[src/rtl/cache_to_hbm_bridge_pkg.sv]
// cache_to_hbm_bridge_pkg: DMA packet layout and bridge FSM states
package cache_to_hbm_bridge_pkg;
  localparam int dma_addr_width_lp = 27;
  typedef struct packed {
    logic                         write_not_read;
    logic [dma_addr_width_lp-1:0] addr;
  } dma_pkt_s;
  typedef enum logic [2:0] {IDLE, WR_COLLECT, WR_REQ, WR_DATA, RD_REQ, RD_WAIT, RD_RETURN} state_e;
endpackage

[src/rtl/cache_to_hbm_bridge_if.sv]
// cache_to_hbm_bridge_if: cache DMA ports and HBM channel port seen by the bridge
interface cache_to_hbm_bridge_if
  import cache_to_hbm_bridge_pkg::*;
#(
  parameter int num_cache_p              = 1,
  parameter int addr_width_p             = dma_addr_width_lp,
  parameter int data_width_p             = 32,
  parameter int hbm_channel_addr_width_p = 28,
  parameter int hbm_data_width_p         = 256
);
  logic [num_cache_p*(addr_width_p+1)-1:0] dma_pkt;
  logic [num_cache_p-1:0]                  dma_pkt_v, dma_pkt_yumi;
  logic [num_cache_p*data_width_p-1:0]     dma_fill_data, dma_wb_data;
  logic [num_cache_p-1:0]                  dma_fill_v, dma_fill_ready;
  logic [num_cache_p-1:0]                  dma_wb_v, dma_wb_yumi;
  logic                                    hbm_req_v, hbm_write_not_read, hbm_req_yumi;
  logic [hbm_channel_addr_width_p-1:0]     hbm_ch_addr;
  logic                                    hbm_wdata_v, hbm_wdata_yumi, hbm_rdata_v;
  logic [hbm_data_width_p-1:0]             hbm_wdata, hbm_rdata;
  modport master (
    input  dma_pkt, dma_pkt_v, dma_fill_ready, dma_wb_data, dma_wb_v,
           hbm_req_yumi, hbm_wdata_yumi, hbm_rdata_v, hbm_rdata,
    output dma_pkt_yumi, dma_fill_data, dma_fill_v, dma_wb_yumi,
           hbm_req_v, hbm_write_not_read, hbm_ch_addr, hbm_wdata_v, hbm_wdata
  );
  modport slave (
    output dma_pkt, dma_pkt_v, dma_fill_ready, dma_wb_data, dma_wb_v,
           hbm_req_yumi, hbm_wdata_yumi, hbm_rdata_v, hbm_rdata,
    input  dma_pkt_yumi, dma_fill_data, dma_fill_v, dma_wb_yumi,
           hbm_req_v, hbm_write_not_read, hbm_ch_addr, hbm_wdata_v, hbm_wdata
  );
endinterface

[src/rtl/cache_to_hbm_bridge_rr_arb.sv]
// cache_to_hbm_rr_arb: round-robin arbiter, pointer moves past the winner on adv
module cache_to_hbm_rr_arb #(
  parameter  int num_p = 1,
  localparam int id_lp = num_p > 1 ? $clog2(num_p) : 1
) (
  input  logic             clk,
  input  logic             reset_n,
  input  logic [num_p-1:0] req,
  input  logic             adv,
  output logic [num_p-1:0] grant,
  output logic [id_lp-1:0] id,
  output logic             v
);
  logic [id_lp-1:0] ptr_r;
  always_comb begin
    int j;
    j = 0;
    id = '0;
    v = 1'b0;
    for (int i = 0; i < num_p; i++) begin
      j = (int'(ptr_r) + i) % num_p;
      if (!v && req[j]) begin
        v = 1'b1;
        id = id_lp'(j);
      end
    end
    grant = v ? num_p'(1) << id : '0;
  end
  always_ff @(posedge clk or negedge reset_n)
    if (!reset_n) ptr_r <= '0;
    else if (adv) ptr_r <= int'(id) == num_p - 1 ? '0 : id + 1'b1;
endmodule

[src/rtl/cache_to_hbm_bridge.sv]
// cache_to_hbm_bridge: turns each cache DMA packet into one full-block HBM channel
// read or write, packing words into beats; one transaction in flight.
module cache_to_hbm_bridge
  import cache_to_hbm_bridge_pkg::*;
#(
  parameter int num_cache_p              = 1,
  parameter int addr_width_p             = dma_addr_width_lp,
  parameter int data_width_p             = 32,
  parameter int block_size_in_words_p    = 8,
  parameter int cache_bank_addr_width_p  = 27,
  parameter int hbm_channel_addr_width_p = 28,
  parameter int hbm_data_width_p         = 256
) (
  input logic                   clk,
  input logic                   reset_n,
  cache_to_hbm_bridge_if.master bus
);
  localparam int w_lp     = block_size_in_words_p;
  localparam int block_lp = w_lp * data_width_p;
  localparam int n_lp     = block_lp / hbm_data_width_p;
  localparam int id_lp    = num_cache_p > 1 ? $clog2(num_cache_p) : 1;
  localparam int cnt_lp   = $clog2(w_lp + 1);

  state_e                  state_r, state_n;
  logic [cnt_lp-1:0]       cnt_r, cnt_n;
  logic [id_lp-1:0]        id_r, arb_id;
  logic [num_cache_p-1:0]  grant, sel_oh;
  dma_pkt_s                pkt_r, sel_pkt;
  logic [block_lp-1:0]     block_r;
  logic [data_width_p-1:0] wb_word;
  logic arb_v, take, wb_fire, rd_fire, fill_fire, last_word, last_beat;

  cache_to_hbm_rr_arb #(.num_p(num_cache_p)) arb (
    .clk(clk), .reset_n(reset_n), .req(bus.dma_pkt_v), .adv(take),
    .grant(grant), .id(arb_id), .v(arb_v)
  );

  // gating with reset_n keeps yumi low while reset is held, even with valid packets
  assign take      = reset_n && state_r == IDLE && arb_v;
  assign sel_oh    = num_cache_p'(1) << id_r;
  assign sel_pkt   = bus.dma_pkt[int'(arb_id)*(addr_width_p+1) +: addr_width_p+1];
  assign wb_word   = bus.dma_wb_data[int'(id_r)*data_width_p +: data_width_p];
  assign wb_fire   = state_r == WR_COLLECT && bus.dma_wb_v[id_r];
  assign rd_fire   = state_r == RD_WAIT && bus.hbm_rdata_v;
  assign fill_fire = state_r == RD_RETURN && bus.dma_fill_ready[id_r];
  assign last_word = cnt_r == cnt_lp'(w_lp - 1);
  assign last_beat = cnt_r == cnt_lp'(n_lp - 1);

  assign bus.dma_pkt_yumi       = take ? grant : '0;
  assign bus.dma_wb_yumi        = wb_fire ? sel_oh : '0;
  assign bus.dma_fill_v         = state_r == RD_RETURN ? sel_oh : '0;
  assign bus.dma_fill_data      = {num_cache_p{block_r[int'(cnt_r)*data_width_p +: data_width_p]}};
  assign bus.hbm_req_v          = state_r == WR_REQ || state_r == RD_REQ;
  assign bus.hbm_write_not_read = pkt_r.write_not_read;
  assign bus.hbm_ch_addr        = hbm_channel_addr_width_p'(pkt_r.addr[cache_bank_addr_width_p-1:0])
                                | (hbm_channel_addr_width_p'(id_r) << cache_bank_addr_width_p);
  assign bus.hbm_wdata_v        = state_r == WR_DATA;
  assign bus.hbm_wdata          = block_r[int'(cnt_r)*hbm_data_width_p +: hbm_data_width_p];

  always_comb begin
    state_n = state_r;
    cnt_n = cnt_r;
    case (state_r)
      IDLE: if (take) begin
        state_n = sel_pkt.write_not_read ? WR_COLLECT : RD_REQ;
        cnt_n = '0;
      end
      WR_COLLECT: if (wb_fire) begin
        state_n = last_word ? WR_REQ : WR_COLLECT;
        cnt_n = last_word ? '0 : cnt_r + 1'b1;
      end
      WR_REQ: state_n = bus.hbm_req_yumi ? WR_DATA : WR_REQ;
      WR_DATA: if (bus.hbm_wdata_yumi) begin
        state_n = last_beat ? IDLE : WR_DATA;
        cnt_n = last_beat ? '0 : cnt_r + 1'b1;
      end
      RD_REQ: state_n = bus.hbm_req_yumi ? RD_WAIT : RD_REQ;
      RD_WAIT: if (rd_fire) begin
        state_n = last_beat ? RD_RETURN : RD_WAIT;
        cnt_n = last_beat ? '0 : cnt_r + 1'b1;
      end
      RD_RETURN: if (fill_fire) begin
        state_n = last_word ? IDLE : RD_RETURN;
        cnt_n = last_word ? '0 : cnt_r + 1'b1;
      end
      default: state_n = IDLE;
    endcase
  end

  always_ff @(posedge clk or negedge reset_n)
    if (!reset_n) begin
      state_r <= IDLE;
      cnt_r <= '0;
      id_r <= '0;
      pkt_r <= '0;
    end else begin
      state_r <= state_n;
      cnt_r <= cnt_n;
      if (take) begin
        id_r <= arb_id;
        pkt_r <= sel_pkt;
      end
    end

  always_ff @(posedge clk) begin
    if (wb_fire) block_r[int'(cnt_r)*data_width_p +: data_width_p] <= wb_word;
    if (rd_fire) block_r[int'(cnt_r)*hbm_data_width_p +: hbm_data_width_p] <= bus.hbm_rdata;
  end
endmodule

[src/flat_wrapper.sv]
// flat-port wrapper written by rule: the top's interface ports become plain ports
module cache_to_hbm_bridge_flat import cache_to_hbm_bridge_pkg::*;
#(
  parameter int num_cache_p              = 1,
  parameter int addr_width_p             = dma_addr_width_lp,
  parameter int data_width_p             = 32,
  parameter int block_size_in_words_p    = 8,
  parameter int cache_bank_addr_width_p  = 27,
  parameter int hbm_channel_addr_width_p = 28,
  parameter int hbm_data_width_p         = 256
)
  (clk, reset_n, bus_dma_pkt, bus_dma_pkt_v, bus_dma_fill_ready, bus_dma_wb_data, bus_dma_wb_v, bus_hbm_req_yumi, bus_hbm_wdata_yumi, bus_hbm_rdata_v, bus_hbm_rdata, bus_dma_pkt_yumi, bus_dma_fill_data, bus_dma_fill_v, bus_dma_wb_yumi, bus_hbm_req_v, bus_hbm_write_not_read, bus_hbm_ch_addr, bus_hbm_wdata_v, bus_hbm_wdata);
  cache_to_hbm_bridge_if #(.num_cache_p(num_cache_p), .addr_width_p(addr_width_p), .data_width_p(data_width_p), .hbm_channel_addr_width_p(hbm_channel_addr_width_p), .hbm_data_width_p(hbm_data_width_p)) bus_i ();
  input logic clk;
  input logic reset_n;
  input wire logic [$bits(bus_i.dma_pkt)-1:0] bus_dma_pkt;
  input wire logic [$bits(bus_i.dma_pkt_v)-1:0] bus_dma_pkt_v;
  input wire logic [$bits(bus_i.dma_fill_ready)-1:0] bus_dma_fill_ready;
  input wire logic [$bits(bus_i.dma_wb_data)-1:0] bus_dma_wb_data;
  input wire logic [$bits(bus_i.dma_wb_v)-1:0] bus_dma_wb_v;
  input wire logic [$bits(bus_i.hbm_req_yumi)-1:0] bus_hbm_req_yumi;
  input wire logic [$bits(bus_i.hbm_wdata_yumi)-1:0] bus_hbm_wdata_yumi;
  input wire logic [$bits(bus_i.hbm_rdata_v)-1:0] bus_hbm_rdata_v;
  input wire logic [$bits(bus_i.hbm_rdata)-1:0] bus_hbm_rdata;
  output wire logic [$bits(bus_i.dma_pkt_yumi)-1:0] bus_dma_pkt_yumi;
  output wire logic [$bits(bus_i.dma_fill_data)-1:0] bus_dma_fill_data;
  output wire logic [$bits(bus_i.dma_fill_v)-1:0] bus_dma_fill_v;
  output wire logic [$bits(bus_i.dma_wb_yumi)-1:0] bus_dma_wb_yumi;
  output wire logic [$bits(bus_i.hbm_req_v)-1:0] bus_hbm_req_v;
  output wire logic [$bits(bus_i.hbm_write_not_read)-1:0] bus_hbm_write_not_read;
  output wire logic [$bits(bus_i.hbm_ch_addr)-1:0] bus_hbm_ch_addr;
  output wire logic [$bits(bus_i.hbm_wdata_v)-1:0] bus_hbm_wdata_v;
  output wire logic [$bits(bus_i.hbm_wdata)-1:0] bus_hbm_wdata;
  assign bus_i.dma_pkt = bus_dma_pkt;
  assign bus_i.dma_pkt_v = bus_dma_pkt_v;
  assign bus_i.dma_fill_ready = bus_dma_fill_ready;
  assign bus_i.dma_wb_data = bus_dma_wb_data;
  assign bus_i.dma_wb_v = bus_dma_wb_v;
  assign bus_i.hbm_req_yumi = bus_hbm_req_yumi;
  assign bus_i.hbm_wdata_yumi = bus_hbm_wdata_yumi;
  assign bus_i.hbm_rdata_v = bus_hbm_rdata_v;
  assign bus_i.hbm_rdata = bus_hbm_rdata;
  assign bus_dma_pkt_yumi = bus_i.dma_pkt_yumi;
  assign bus_dma_fill_data = bus_i.dma_fill_data;
  assign bus_dma_fill_v = bus_i.dma_fill_v;
  assign bus_dma_wb_yumi = bus_i.dma_wb_yumi;
  assign bus_hbm_req_v = bus_i.hbm_req_v;
  assign bus_hbm_write_not_read = bus_i.hbm_write_not_read;
  assign bus_hbm_ch_addr = bus_i.hbm_ch_addr;
  assign bus_hbm_wdata_v = bus_i.hbm_wdata_v;
  assign bus_hbm_wdata = bus_i.hbm_wdata;
  cache_to_hbm_bridge #(.num_cache_p(num_cache_p), .addr_width_p(addr_width_p), .data_width_p(data_width_p), .block_size_in_words_p(block_size_in_words_p), .cache_bank_addr_width_p(cache_bank_addr_width_p), .hbm_channel_addr_width_p(hbm_channel_addr_width_p), .hbm_data_width_p(hbm_data_width_p)) u_core (.clk(clk), .reset_n(reset_n), .bus(bus_i));
endmodule
[config.mk]
export PLATFORM = sky130hd
export DESIGN_NAME = cache_to_hbm_bridge_flat
export DESIGN_NICKNAME = d
export VERILOG_FILES = /design/src/rtl/cache_to_hbm_bridge_pkg.sv /design/src/rtl/cache_to_hbm_bridge_if.sv /design/src/rtl/cache_to_hbm_bridge_rr_arb.sv /design/src/rtl/cache_to_hbm_bridge.sv /design/src/flat_wrapper.sv
export SDC_FILE = /design/constraint.sdc
export NUM_CORES = 1
export LEC_CHECK = 0
export BUFFER_PORTS_ARGS = -buffer_cell sky130_fd_sc_hd__buf_4
export CAP_MARGIN = 20
export CORE_AREA = 2 2 253 255
export CTS_BUF_LIST = sky130_fd_sc_hd__clkbuf_8
export DETAILED_ROUTE_END_ITERATION = 8
export DIE_AREA = 0 0 255 257
export SETUP_SLACK_MARGIN = 0.15
export SKIP_LAST_GASP = 1
export SLEW_MARGIN = 20
export SYNTH_ARGS = -nofsm -noshare
export SYNTH_HDL_FRONTEND = slang
export SYNTH_SLANG_ARGS = --single-unit
[constraint.sdc]
create_clock -name clk -period 4.3 [get_ports clk]
set_input_delay 0.215 -clock clk [delete_from_list [all_inputs] [get_ports clk]]
set_output_delay 0.215 -clock clk [all_outputs]
set_load 0.02 [all_outputs]
## Word level (Yosys, flattened, before mapping)

Cells that the tools add are included.

| word-level totals | value |
|---|---|
| word-level logic and storage cells | 67 |
| output and inout port bits | 322 |
| flip-flop bits (word level) | 291 |

| cells by class | value |
|---|---|
| shift operators | 6 |
| add/sub/neg operators | 3 |
| mux-type cells | 30 |
| equal/unequal tests | 12 |
| reductions and logical operators | 11 |

Operators with widths:

| operator | number |
|---|---|
| $bwmux 256 | 2 |
| $mux 256 | 2 |
| $shift 256x33->256 const A | 1 |
| $shift 32x33->256 const A | 1 |
| $shiftx 256x10->32 | 1 |
| $shiftx 256x13->256 | 1 |
| $shiftx 256x33->256 | 1 |
| $shiftx 32x33->256 | 1 |
| $neg 12->33 | 1 |
| $neg 9->33 | 1 |
| $mux 4 | 7 |
| $mux 3 | 7 |
| $pmux 3 s7 | 1 |
| $pmux 4 s5 | 1 |
| $eq 3x3->1 const B | 3 |
| $ne 2x1->1 const B | 4 |
| $mux 1 | 7 |
| $eq 3x2->1 const B | 2 |
| $mux 2 | 3 |
| $reduce_and 6->1 | 1 |
| $logic_and 1x1->1 | 5 |
| $reduce_and 5->1 | 1 |
| $reduce_bool 5->1 | 1 |
| $add 4x1->4 const B | 1 |
| 6 further kinds | 6 |

## Depth between registers and ports, before layout

Gate-level depths: netlist of the first run.

| logic depth | value |
|---|---|
| depth after elaboration | 6 |
| gate-level depth with buffers | 15 |
| gate-level depth less buffers | 10 |

## By module

A second synthesis of the first run with hierarchy kept.

| unflattened totals | value |
|---|---|
| cell total of the unflattened synthesis | 2,024 |
| area, all modules | 17,299.1 µm² |

Modules (own cells, without submodules):

| module | area an instance (µm²) | seq. area each (µm²) | instances | cells each |
|---|---|---|---|---|
| cache_to_hbm_bridge | 17,272.8 | 6,025.8 | 1 | 2,020 |
| cache_to_hbm_rr_arb | 26.3 | 0.0 | 1 | 4 |

## Worst setup path after synthesis of the first run

Ideal clock, no wire load.

| timing path | value |
|---|---|
| path type | register to register |
| start | reg u_core.cnt_r[1] |
| end | reg u_core.block_r[152] |
| cell stages (with the launch flop) | 15 |
| arrival | 3.427 ns |
| setup slack | 0.751 ns |
| required time | 4.178 ns |
| path through | dfrtp_1 -> clkbuf_1 -> clkbuf_1 -> clkbuf_1 -> inv_1 -> ha_1 -> nor3b_4 -> inv_2 -> ha_1 -> nand2b_1 -> nor3_1 -> nand4_1 -> clkbuf_1 -> and3_1 -> a221o_1 |

| between the ends | value |
|---|---|
| cells in the longest elaborated chain, start to end | 6 |
| elaborated cells between the ends (all ways) | 10 |
| those cells by class | add/sub (2); shift (4); mux (4) |

Ends and longest elaborated chain:

| what | RTL line | source |
|---|---|---|
| start: declaration | cache_to_hbm_bridge.sv:25 | `logic [cnt_lp-1:0] cnt_r, cnt_n;` |
| start signal: assignment | cache_to_hbm_bridge.sv:98 | `cnt_r <= cnt_n;` |
| parallel branches: the longest is 5 deep, another holds $neg 12->33 | n/a |  |
| $mux 256 * | cache_to_hbm_bridge.sv:107 | `if (rd_fire) block_r[int'(cnt_r)*hbm_data_width_p +: hbm_data_width_p] <= bus.hbm_rdata;` |
| end signal: indexed assignment | cache_to_hbm_bridge.sv:106 | `if (wb_fire) block_r[int'(cnt_r)*data_width_p +: data_width_p] <= wb_word;` |
| end signal: indexed assignment | cache_to_hbm_bridge.sv:107 |  |
| end: declaration | cache_to_hbm_bridge.sv:29 | `logic [block_lp-1:0] block_r;` |

Every way passes the cells marked *.
A chain may end at the register's enable or synchronous reset.

## Final worst setup path of the first run

| timing path | value |
|---|---|
| start | reg u_core.cnt_r[2] |
| end | reg u_core.block_r[242] |

The elaborated chain is that of the path after synthesis.

==> impl_table.tex, run 1 <==
\begin{tabular}{lr}
\hline
Metric & Value \\
\hline
\multicolumn{2}{l}{\textbf{Route}} \\
Number of remaining DRC errors & 0 \\
Via Count & $\sim$20,000 \\
First-iteration detailed-routing DRC count & approximately 2,000 \\
DR vias/cell & 5.30 \\
Number of nets with antenna violations after routing & 0 \\
Final wirelength & approximately 88,000 µm \\
Wirelength per Cell & about 24 µm \\
Initial DRT Pass Iterations & 9 \\
\multicolumn{2}{l}{\textbf{Floorplanning}} \\
Die outline area & approximately 66,000 µm² \\
I/O pins & 646 \\
Placeable core region & roughly 63,000 µm² \\
Die outline width & roughly 260 µm \\
Site row count & 92 \\
Die height & 257 µm \\
Initial Utilization & 0.249 \\
\multicolumn{2}{l}{\textbf{Logic synthesis}} \\
Synth Flop Type & sky130\_fd\_sc\_hd\_\_dfxtp\_1 \\
Number of enable flip-flop cells after synthesis & 0 \\
Gate count of the mapped netlist & roughly 1,700 \\
Flip-flop and latch count after synthesis & around 290 \\
Synthesized Nets & 2,068 \\
Distinct cell type count after synthesis & roughly 50 \\
Syn avg cell area & around 9 µm² \\
Cell area after synthesis & around 16,000 µm² \\
Share of synthesized flip-flops with an asynchronous set or reset & 0.120 \\
Warnings from Yosys & 0 \\
Sequential cell area fraction in the yosys report & 0.383 \\
\multicolumn{2}{l}{\textbf{GRT}} \\
Total global routing overflow & 0 \\
Vias in the first global route & between 15,000 and 20,000 \\
Maximum number of pins on one net before global-route repair & 143 \\
Number of antenna violations at the first check in global routing & 4 \\
Total Routing Usage GR & 0.255 \\
First-pass GRT wire length & $\sim$130,000 µm \\
\multicolumn{2}{l}{\textbf{Placed design}} \\
Routability congestion estimate from global placement & between 0.8 and 0.9 \\
Placed wire-length estimate after detailed placement & 57,000 µm \\
Port Buffers & around 640 \\
Pre-CTS worst setup slack & just over 0.6 ns \\
\multicolumn{2}{l}{\textbf{Timing}} \\
Final setup viols & 0 \\
Final count of hold timing violations & 0 \\
Final Skew & slightly below 0.03 ns \\
Final sum of negative setup slack & 0 ns \\
Min Clock Period, post-route & 3.90 ns \\
Tightest Pin Transition & 1.18 ns \\
Smallest hold slack & 0.102 ns \\
RSZ-0062 raised after global routing & false \\
Min setup slack post-route & between 0.3 and 0.4 ns \\
Max transition margin & 0.212 \\
Portion of the clock cycle consumed by the worst path in the final layout & 0.908 \\
Max Clock Freq & approximately 0.26 GHz \\
Final-report max-slew violation count & 0 \\
\multicolumn{2}{l}{\textbf{Power and ir drop}} \\
Pwr per Cell Area & between 500 and 600 nW/µm² \\
NetSw & between 6 and 7 mW \\
Fraction of power spent switching nets & 0.407 \\
Max IR drop VDD & approximately 390 µV \\
Comb pwr share & 0.536 \\
Proportion of power drawn by the clock network & 0.163 \\
Leakage dissipation & around 13 nW \\
Cell Int Power & between 9 and 10 mW \\
Sequential cell fraction of total power & 0.301 \\
\multicolumn{2}{l}{\textbf{Critical path}} \\
Setup slack on the worst flop-to-flop path & 0.40 ns \\
Maximum fanout along the worst path & 25 \\
Worst Setup Start Kind & flip-flop \\
Critical path class & reg -> reg \\
Arrival time reported for the critical path endpoint & $\sim$4.4 ns \\
Required time of the critical path & roughly 4.8 ns \\
Kind of capture point of the worst setup path & flip-flop \\
\multicolumn{2}{l}{\textbf{Worst hold path}} \\
Worst hold-check path type & in -> async \\
\multicolumn{2}{l}{\textbf{Status}} \\
Run status & finished clean \\
\multicolumn{2}{l}{\textbf{Finish}} \\
NumNets Final & roughly 3,100 \\
Area grow syn2layout & 75.2\% \\
FILL cells & 5,974 \\
Proportion of layout cells with a drive suffix above 1 & 0.307 \\
\multicolumn{2}{l}{\textbf{Clock tree}} \\
Maximum buffer depth of the clock tree & 3 \\
Clock network latency to the later pin of the worst-skew pair & around 0.65 ns \\
Max H-tree Level & 2 \\
CTS clk-pin slew, worst paths & about 0.070 ns \\
Clock buffers created by TritonCTS & 53 \\
CTS tree & done \\
Root buffer selected by CTS & sky130\_fd\_sc\_hd\_\_clkbuf\_8 \\
Number of sinks on the clock net & 291 \\
\multicolumn{2}{l}{\textbf{Job}} \\
Max-cap viol count & 0 \\
\hline
\end{tabular}
what timing repair did:
item	4_1_cts	5_1_grt
hold buffers	520	0
buffers inserted	0	3
setup endpoints to repair	0	170
hold endpoints to repair	321	0
gates resized for setup	0	0
stage by stage:
stage                     utilization  std cells  power, mW  cell area, µm²
after global routing            0.437       3684       17.1           27400
after floorplan                     -       1737       9.13           15700
final                           0.437       3685       16.3           27400
after detailed placement        0.337       3066       12.2           21200
after CTS                       0.437       3680       16.1           27400
after global placement          0.337       3065       12.1           21100
cell usage after synthesis, drive strengths merged, types with 2 or more instances:
cell | count | area share
xnor2 | 2 | 0.0011
nor3b | 2 | 0.0017
mux2i | 33 | 0.021
ha | 7 | 0.0056
nand3 | 10 | 0.0032
nand4 | 2 | 0.00080
and3 | 66 | 0.026
o22ai | 3 | 0.0012
nand2b | 5 | 0.0020
buf | 88 | 0.028
a22oi | 64 | 0.031
a21o | 3 | 0.0014
inv | 9 | 0.0022
a311oi | 2 | 0.0011
dfrtp | 35 | 0.056
nor2b | 3 | 0.0012
and2 | 257 | 0.10
nor2 | 361 | 0.087
a221o | 64 | 0.041
o21ai | 11 | 0.0038
a31oi | 4 | 0.0016
nor4 | 6 | 0.0051
nor3 | 6 | 0.0019
nand2 | 20 | 0.0048
dfxtp | 256 | 0.33
nand4b | 3 | 0.0017
clkbuf | 111 | 0.027
mux4 | 64 | 0.092
a221oi | 128 | 0.072
o211ai | 2 | 0.00096
mux2 | 28 | 0.020
a21oi | 70 | 0.022
placed cells by master (no fill, tap or decap), drive strengths merged, types with 3 or more instances in the layout:
cell type	count
buf	685
dlygate4sd3	520
nor2	361
and2	257
dfxtp	256
a221oi	128
a21oi	70
and3	66
mux4	64
a221o	64
a22oi	64
clkbuf	64
dfrtp	35
mux2i	33
inv	33
mux2	28
nand2	20
o21ai	11
nand3	10
ha	7
nor4	6
nor3	6
nand2b	5
a31oi	4
clkinv	4
nor2b	3
nand4b	3
a21o	3
o22ai	3
area by class of cell:
class,instances,area (µm²),share of cell area
repair buffers,1205,10400,0.380
multi-input cells,1238,8850,0.323
flip-flops and latches,291,6010,0.219
well taps,846,1060,0.0386
clock buffers,64,881,0.0321
clock inverters,30,148,0.00539
inverters,9,33.8,0.00123
diodes,2,5.00,0.000183
per-layer routing:
layer,vias up,wire [µm],track usage,share of wire
met1,9401,34000,0.317,0.39
met5,-,11,0,0.00012
met3,305,9200,0.0605,0.10
met2,1406,39700,0.403,0.45
met4,2,5080,0.142,0.058
li1,8399,-,-,-
flip-flops by register name, summed over array words and instances, names as in the netlist:
signal and flops:
u_core.block_r 256, u_core.bus.hbm_write_not_read 1, u_core.pkt_r 27, u_core.cnt_r 4, u_core.state_r 3
power groups by stage:
stage / registers (mW) / clock network (mW) / logic [mW]
final: 4.91 / 2.66 / 8.73
after global routing: 4.98 / 2.81 / 9.27
after CTS: 4.81 / 2.71 / 8.60
after detailed placement: 4.85 / 0 / 7.37
after global placement: 4.80 / 0 / 7.31
after floorplan: 4.50 / 0 / 4.64
worst paths after layout:
| path | depth (start not counted) | from | to |
|---|---|---|---|
| max in group asynchronous | 2 | reset_n | u_core.cnt_r[0] |
| worst min-delay path | 2 | reset_n | u_core.cnt_r[2] |
| worst max register to register | 9 | u_core.cnt_r[2] | u_core.block_r[242] |
| min in group clk | 4 | bus_dma_fill_ready | u_core.state_r[1] |
| worst min register to register | 1 | u_core.pkt_r[7] | u_core.pkt_r[7] |
| worst max-delay path | 9 | u_core.cnt_r[2] | u_core.block_r[242] |
worst max-delay path, stage by stage, from the launching register on:
cell                            delay [ns]
sky130_fd_sc_hd__dfrtp_4              0.75
sky130_fd_sc_hd__nor2_1               0.11
sky130_fd_sc_hd__ha_1                 0.38
sky130_fd_sc_hd__inv_1                0.09
sky130_fd_sc_hd__nor3_1               0.51
sky130_fd_sc_hd__nand2_2              0.44
sky130_fd_sc_hd__buf_4                0.42
sky130_fd_sc_hd__a221oi_1             0.36
sky130_fd_sc_hd__nor2_1               0.09
sky130_fd_sc_hd__dlygate4sd3_1        0.57
cells by family (layout without fill, tap and decap cells):
kind of cell / after synthesis / count (layout) / share of synthesized area
AO/OA/AOI/OAI: 356 / 356 / 0.178
XOR/XNOR: 3 / 3 / 0.00168
adder cells (fa/ha/maj): 7 / 7 / 0.00560
buffers and inverters: 208 / 1308 / 0.0564
flip-flops: 291 / 291 / 0.383
multiplexers: 125 / 125 / 0.133
other: 1 / 3 / 0.000240
AND/OR/NAND/NOR: 746 / 746 / 0.241
Note: power is estimated with default switching activity, not from simulation.
==> run 2: changes to the inputs <==
--- a/config.mk
+++ b/config.mk
@@ -5,12 +5,13 @@
 export SDC_FILE = /design/constraint.sdc
 export NUM_CORES = 1
 export LEC_CHECK = 0
+export ABC_AREA = 0
 export BUFFER_PORTS_ARGS = -buffer_cell sky130_fd_sc_hd__buf_4
 export CAP_MARGIN = 20
-export CORE_AREA = 2 2 253 255
+export CORE_AREA = 2 2 254 256
 export CTS_BUF_LIST = sky130_fd_sc_hd__clkbuf_8
 export DETAILED_ROUTE_END_ITERATION = 8
-export DIE_AREA = 0 0 255 257
+export DIE_AREA = 0 0 256 258
 export SETUP_SLACK_MARGIN = 0.15
 export SKIP_LAST_GASP = 1
 export SLEW_MARGIN = 20
==> run 2 against run 1 <==
Via count is 0.38% higher; critical path depth is 3 higher; first-iteration DRC count is 4.2% higher; hold slack worse by 0.013 ns; register-to-register slack worse by 0.03 ns; clock power is 4% higher; non-clock buffer count is 17 higher; cell count is 0.79% higher; global-route usage is 0.069 points higher; largest power group unchanged; highest routed layer unchanged.
==> impl_table.tex, run 2 (synthesis results as in run 1) <==
\begin{tabular}{lr}
\hline
Metric & Value \\
\hline
\multicolumn{2}{l}{\textbf{Worst hold path}} \\
Worst hold-check path type & in -> async \\
\multicolumn{2}{l}{\textbf{Placed design}} \\
Routability congestion estimate from global placement & 0.938 \\
Placed wire-length estimate after detailed placement & around 57,000 µm \\
Port Buffers & approximately 640 \\
Area of placed instances & $\sim$21,000 µm² \\
\multicolumn{2}{l}{\textbf{Critical path}} \\
Worst Setup Start Kind & flip-flop \\
Cell chain of the critical path & inv\_1, ha\_1, nor3b\_4, inv\_2, ha\_1, nand2b\_1, nor3\_1, nand2\_4, buf\_12, and3\_1, a221o\_1, dlygate4sd3\_1 \\
Kind of capture point of the worst setup path & flip-flop \\
Buffers and inverters on the worst path & 4 \\
Arrival time reported for the critical path endpoint & 4.45 ns \\
CP max stage delay & approximately 0.55 ns \\
Maximum fanout along the worst path & 106 \\
Critical path class & reg -> reg \\
Worst path top cell family by delay & simple AND/OR/NAND/NOR gates \\
Required time of the critical path & just under 5 ns \\
Crit-path slowest cell & sky130\_fd\_sc\_hd\_\_dlygate4sd3\_1 \\
Worst path most repeated cell & sky130\_fd\_sc\_hd\_\_ha\_1 \\
\multicolumn{2}{l}{\textbf{Route}} \\
First-iteration detailed-routing DRC count & 2,040 \\
Top layer used by detailed routing & met5 \\
Final wirelength & around 90,000 µm \\
Routed length on met3 & a little under 8000 µm \\
Wirelength per Cell & $\sim$24 µm \\
Number of nets with antenna violations after routing & 0 \\
Via Count & 19,600 \\
Wire length the detailed router placed on met1 & around 34,000 µm \\
Initial DRT Pass Iterations & 7 \\
Number of remaining DRC errors & 0 \\
Total met2 wirelength after detailed routing & 41,600 µm \\
DR vias/cell & roughly 5.3 \\
\multicolumn{2}{l}{\textbf{Finish}} \\
Number of flip-flops in the largest register & between 200 and 300 \\
Regs by FF count & u\_core.block\_r: 256 flops, u\_core.pkt\_r: 27 flops, u\_core.cnt\_r: 4 flops \\
NumNets Final & between 3,000 and 4,000 \\
Most frequent cells in the layout & sky130\_fd\_sc\_hd\_\_buf\_4 (672), sky130\_fd\_sc\_hd\_\_dlygate4sd3\_1 (540), sky130\_fd\_sc\_hd\_\_nor2\_1 (358), sky130\_fd\_sc\_hd\_\_and2\_1 (257), sky130\_fd\_sc\_hd\_\_dfxtp\_1 (256) \\
Commonest non-fill, non-tap cell in the layout & sky130\_fd\_sc\_hd\_\_buf\_4 \\
Area grow syn2layout & 76.8\% \\
Proportion of layout cells with a drive suffix above 1 & 0.305 \\
Biggest register & u\_core.block\_r \\
Finished Cell Area & 27,700 µm² \\
FILL cells & between 6,000 and 7,000 \\
\multicolumn{2}{l}{\textbf{Timing}} \\
Tightest Pin Transition & approximately 1.2 ns \\
Max Clock Freq & 0.254 GHz \\
Min Clock Period, post-route & 3.93 ns \\
Final count of hold timing violations & 0 \\
RSZ-0062 raised after global routing & false \\
Final setup viols & 0 \\
Portion of the clock cycle consumed by the worst path in the final layout & 0.915 \\
Final-report max-slew violation count & 0 \\
Max transition margin & 0.227 \\
Final sum of negative setup slack & 0 ns \\
Final Skew & roughly 0.015 ns \\
\multicolumn{2}{l}{\textbf{GRT}} \\
Number of antenna violations at the first check in global routing & 3 \\
Maximum number of pins on one net before global-route repair & $\sim$120 \\
Total global routing overflow & 0 \\
Total Routing Usage GR & 0.255 \\
First-pass GRT wire length & 129,000 µm \\
Vias in the first global route & about 20,000 \\
\multicolumn{2}{l}{\textbf{Floorplanning}} \\
Die outline area & roughly 66,000 µm² \\
Die height & approximately 260 µm \\
Site row count & slightly above 90 \\
I/O pins & approximately 650 \\
Initial Utilization & 0.246 \\
Placeable core region & 63,600 µm² \\
Die outline width & roughly 260 µm \\
\multicolumn{2}{l}{\textbf{Job}} \\
Max-cap viol count & 0 \\
\multicolumn{2}{l}{\textbf{Power and ir drop}} \\
Leakage dissipation & 12.8 nW \\
Pwr per Cell Area & between 500 and 600 nW/µm² \\
Max IR drop VDD & around 340 µV \\
\multicolumn{2}{l}{\textbf{Clock tree}} \\
CTS tree & done \\
Max H-tree Level & 2 \\
Clock buffers created by TritonCTS & 55 \\
Number of sinks on the clock net & a little under 300 \\
CTS clk-pin slew, worst paths & approximately 0.07 ns \\
Clock network latency to the later pin of the worst-skew pair & $\sim$0.64 ns \\
Maximum buffer depth of the clock tree & 3 \\
Root buffer selected by CTS & sky130\_fd\_sc\_hd\_\_clkbuf\_8 \\
\multicolumn{2}{l}{\textbf{Status}} \\
Run status & finished clean \\
\hline
\end{tabular}
[run 2: cell types whose count changed in the layout (fill, tap and decap cells not counted), sizes merged]
cell         previous run  this run
buf                   685       682
clkinv                  4         8
inv                    33        32
dlygate4sd3           520       540
diode                   2         1
bufinv                  1         2
[run 2: timing repair]
action,4_1_cts,5_1_grt
buffers inserted,0,1
hold buffers,540,0
endpoints found under the hold margin,321,0
setup endpoints to repair,0,62
resized for setup,0,1
[run 2: path summary, 6_finish.rpt]
path	from	to	slack [ns]	cells past startpoint
max in group asynchronous	reset_n	u_core.cnt_r[0]	3.80	2
min in group clk	bus_dma_fill_ready	u_core.state_r[0]	0.18	4
max reg2reg	u_core.cnt_r[1]	u_core.block_r[16]	0.37	12
min	reset_n	u_core.pkt_r[10]	0.09	2
max	u_core.cnt_r[1]	u_core.block_r[16]	0.37	12
min reg2reg	u_core.pkt_r[8]	u_core.pkt_r[8]	0.51	1
[run 2: final cells by class]
cell class / count / area [µm²] / share of cell area
timing repair buffer: 1222 / 10600 / 0.384
multi-input combinational: 1238 / 8850 / 0.320
sequential: 291 / 6010 / 0.217
tap: 855 / 1070 / 0.0387
clock buffer: 64 / 881 / 0.0318
clock inverter: 34 / 194 / 0.00701
inverter: 9 / 33.8 / 0.00122
antenna: 1 / 2.50 / 0.0000904
[run 2: per-stage QoR]
step | cells | worst slack (ns) | hold WS, ns | util | total power, mW
CTS | 3712 | 0.220 | 0.0394 | 0.435 | 16.4
global route | 3714 | 0.195 | 0.0882 | 0.435 | 17.4
floorplan | 1737 | 0.751 | -0.0806 | - | 9.13
finish | 3714 | 0.366 | 0.0895 | 0.435 | 16.6
global placement | 3074 | 0.509 | 0.204 | 0.333 | 12.2
detailed placement | 3074 | 0.476 | 0.219 | 0.333 | 12.3
[run 2: metal layers]
layer  track usage  vias to the layer above
li1              -                     8434
met1         0.311                     9516
met2         0.424                     1319
met3        0.0598                      317
met4         0.126                        2
met5             0                        -
[run 2: power breakdown]
group	leakage (nW)	internal (mW)	switching [mW]
Clock	0.642	1.46	1.30
Sequential	2.52	3.83	1.02
Combinational	9.65	4.59	4.38
==> run 3: changes to the inputs <==
--- a/config.mk
+++ b/config.mk
@@ -12,6 +12,7 @@
 export CTS_BUF_LIST = sky130_fd_sc_hd__clkbuf_8
 export DETAILED_ROUTE_END_ITERATION = 8
 export DIE_AREA = 0 0 256 258
+export RECOVER_POWER = 25
 export SETUP_SLACK_MARGIN = 0.15
 export SKIP_LAST_GASP = 1
 export SLEW_MARGIN = 20
==> run 3 against run 2 <==
The flow now finishes with violations (capacitance limit, slew limit); sequential share of layout area increased by 0.15 points; clock-buffer cell count stayed put; sequential cell count unchanged; die area unchanged; cell area fell by 0.70%; critical path type unchanged; critical endpoint unchanged; highest routed layer unchanged.
==> impl_table.tex, run 3 (synthesis results as in run 1) <==
\begin{tabular}{lr}
\hline
Metric & Value \\
\hline
\multicolumn{2}{l}{\textbf{Status}} \\
Run status & finished, violations left \\
Violations in the final reports & capacitance limit, slew limit \\
\multicolumn{2}{l}{\textbf{Route}} \\
Wire length the detailed router placed on met1 & $\sim$34,000 µm \\
Total met2 wirelength after detailed routing & approximately 42,000 µm \\
DR vias/cell & $\sim$5.3 \\
Wirelength per Cell & $\sim$24 µm \\
Via Count & 19,500 \\
Top layer used by detailed routing & met5 \\
Number of nets with antenna violations after routing & 0 \\
Routed length on met3 & 8030 µm \\
Number of remaining DRC errors & 0 \\
First-iteration detailed-routing DRC count & around 2,000 \\
Final wirelength & 88,100 µm \\
Initial DRT Pass Iterations & 6 \\
\multicolumn{2}{l}{\textbf{Finish}} \\
Area grow syn2layout & 75.6\% \\
Finished Cell Area & approximately 27,000 µm² \\
NumNets Final & 3,148 \\
Number of flip-flops in the largest register & 256 \\
Biggest register & u\_core.block\_r \\
Count of non-filler cells in the finished layout & $\sim$3,700 \\
Proportion of layout cells with a drive suffix above 1 & 0.287 \\
Fraction of the core area covered by cells at the end of the flow & 0.432 \\
Most frequent cells in the layout & sky130\_fd\_sc\_hd\_\_buf\_4 (622), sky130\_fd\_sc\_hd\_\_dlygate4sd3\_1 (540), sky130\_fd\_sc\_hd\_\_nor2\_1 (358), sky130\_fd\_sc\_hd\_\_dfxtp\_1 (256), sky130\_fd\_sc\_hd\_\_and2\_1 (231) \\
Commonest non-fill, non-tap cell in the layout & sky130\_fd\_sc\_hd\_\_buf\_4 \\
Regs by FF count & u\_core.block\_r: 256 flops, u\_core.pkt\_r: 27 flops, u\_core.cnt\_r: 4 flops \\
\multicolumn{2}{l}{\textbf{Job}} \\
Max-cap viol count & 1 \\
\multicolumn{2}{l}{\textbf{Critical path}} \\
CP max stage delay & between 0.5 and 0.6 ns \\
Worst path top cell family by delay & simple AND/OR/NAND/NOR gates \\
Arrival time reported for the critical path endpoint & between 4 and 5 ns \\
Buffers and inverters on the worst path & 4 \\
Maximum fanout along the worst path & 106 \\
Cell chain of the critical path & inv\_1, ha\_1, nor3b\_4, inv\_1, ha\_1, nand2b\_1, nor3\_1, nand2\_4, buf\_12, and3\_1, a221o\_1, dlygate4sd3\_1 \\
Crit-path slowest cell & sky130\_fd\_sc\_hd\_\_dlygate4sd3\_1 \\
Worst Setup Start Kind & flip-flop \\
Critical path class & reg -> reg \\
Required time of the critical path & about 4.8 ns \\
Kind of capture point of the worst setup path & flip-flop \\
\multicolumn{2}{l}{\textbf{Clock tree}} \\
Max H-tree Level & 2 \\
Root buffer selected by CTS & sky130\_fd\_sc\_hd\_\_clkbuf\_8 \\
Number of sinks on the clock net & just under 300 \\
Clock network latency to the later pin of the worst-skew pair & 0.63 ns \\
CTS clk-pin slew, worst paths & 0.07 ns \\
Maximum buffer depth of the clock tree & 3 \\
CTS tree & done \\
Clock buffers created by TritonCTS & 55 \\
\multicolumn{2}{l}{\textbf{Floorplanning}} \\
Die outline width & about 260 µm \\
Die height & between 200 and 300 µm \\
Site row count & between 90 and 100 \\
Initial Utilization & 0.246 \\
Placeable core region & roughly 64,000 µm² \\
I/O pins & between 600 and 700 \\
Die outline area & 66,000 µm² \\
\multicolumn{2}{l}{\textbf{Power and ir drop}} \\
Max IR drop VDD & approximately 340 µV \\
Proportion of power drawn by the clock network & 0.168 \\
Fraction of power spent switching nets & 0.407 \\
Overall power of the completed layout & roughly 16 mW \\
Leakage dissipation & 12.6 nW \\
NetSw & roughly 6.7 mW \\
Pwr per Cell Area & around 600 nW/µm² \\
Sequential cell fraction of total power & 0.295 \\
Cell Int Power & between 9 and 10 mW \\
Comb pwr share & 0.537 \\
\multicolumn{2}{l}{\textbf{Timing}} \\
Portion of the clock cycle consumed by the worst path in the final layout & 0.927 \\
Final-report max-slew violation count & 38 \\
Min Clock Period, post-route & roughly 4 ns \\
Final setup viols & 0 \\
Tightest Pin Transition & roughly 2.2 ns \\
RSZ-0062 raised after global routing & false \\
Final sum of negative setup slack & 0 ns \\
Final count of hold timing violations & 0 \\
Max Clock Freq & 0.251 GHz \\
Smallest hold slack & 0.171 ns \\
Max transition margin & -0.442 \\
Final Skew & roughly 0.017 ns \\
Min setup slack post-route & between 0.3 and 0.4 ns \\
\multicolumn{2}{l}{\textbf{Worst hold path}} \\
Worst hold-check path type & in -> reg \\
\multicolumn{2}{l}{\textbf{GRT}} \\
Maximum number of pins on one net before global-route repair & $\sim$120 \\
Total Routing Usage GR & 0.255 \\
First-pass GRT wire length & 129,000 µm \\
Total global routing overflow & 0 \\
Number of antenna violations at the first check in global routing & 4 \\
Vias in the first global route & 20,300 \\
\multicolumn{2}{l}{\textbf{Placed design}} \\
Port Buffers & about 640 \\
Routability congestion estimate from global placement & around 0.94 \\
Pre-CTS worst setup slack & about 0.48 ns \\
Total instance count after detailed placement & roughly 3,000 \\
Placed wire-length estimate after detailed placement & between 50,000 and 60,000 µm \\
Area of placed instances & 21,200 µm² \\
\hline
\end{tabular}
-- run 3: final cells by class --
type                       count  area, µm²
fill                        6095      36200
timing repair buffer        1222      10400
multi-input combinational   1238       8840
sequential                   291       6010
tap                          855       1070
clock buffer                  64        881
clock inverter                34        194
inverter                       9       33.8
antenna                        1       2.50
-- run 3: power by group through the flow --
stage,logic [mW],clock network [mW],registers [mW]
5_1_grt,9.39,2.92,4.92
3_5_place_dp,7.50,0,4.82
2_1_floorplan,4.64,0,4.50
6_report,8.82,2.76,4.85
3_3_place_gp,7.44,0,4.77
4_1_cts,8.84,2.81,4.78
-- run 3: worst paths after layout --
path / startpoint / endpoint / slack (ns) / depth (start not counted)
worst max-delay path: u_core.cnt_r[1] / u_core.block_r[16] / 0.31 / 12
worst min-delay path: bus_dma_fill_ready / u_core.state_r[0] / 0.17 / 4
worst max register to register: u_core.cnt_r[1] / u_core.block_r[16] / 0.31 / 12
worst min register to register: u_core.pkt_r[8] / u_core.pkt_r[8] / 0.50 / 1
max in group asynchronous: reset_n / u_core.cnt_r[0] / 2.02 / 2
min in group asynchronous: reset_n / u_core.pkt_r[10] / 0.75 / 2
-- run 3: timing repair --
action	CTS	global route
hold endpoints to repair	321	0
buffers inserted	0	1
hold buffers	540	0
resized for setup	0	1
endpoints found under the setup margin	0	62
-- run 3: worst register-to-register path: stages, from the launching register on --
cell	delay (ns)
sky130_fd_sc_hd__dfrtp_4	0.48
sky130_fd_sc_hd__inv_1	0.09
sky130_fd_sc_hd__ha_1	0.29
sky130_fd_sc_hd__nor3b_4	0.36
sky130_fd_sc_hd__inv_1	0.17
sky130_fd_sc_hd__ha_1	0.30
sky130_fd_sc_hd__nand2b_1	0.19
sky130_fd_sc_hd__nor3_1	0.39
sky130_fd_sc_hd__nand2_4	0.12
sky130_fd_sc_hd__buf_12	0.21
sky130_fd_sc_hd__and3_1	0.47
sky130_fd_sc_hd__a221o_1	0.25
sky130_fd_sc_hd__dlygate4sd3_1	0.55
-- run 3: per-layer routing --
metal / vias up / GRT usage
li1: 8431 / -
met1: 9448 / 0.311
met2: 1311 / 0.424
met3: 318 / 0.0598
met4: 4 / 0.126
met5: - / 0
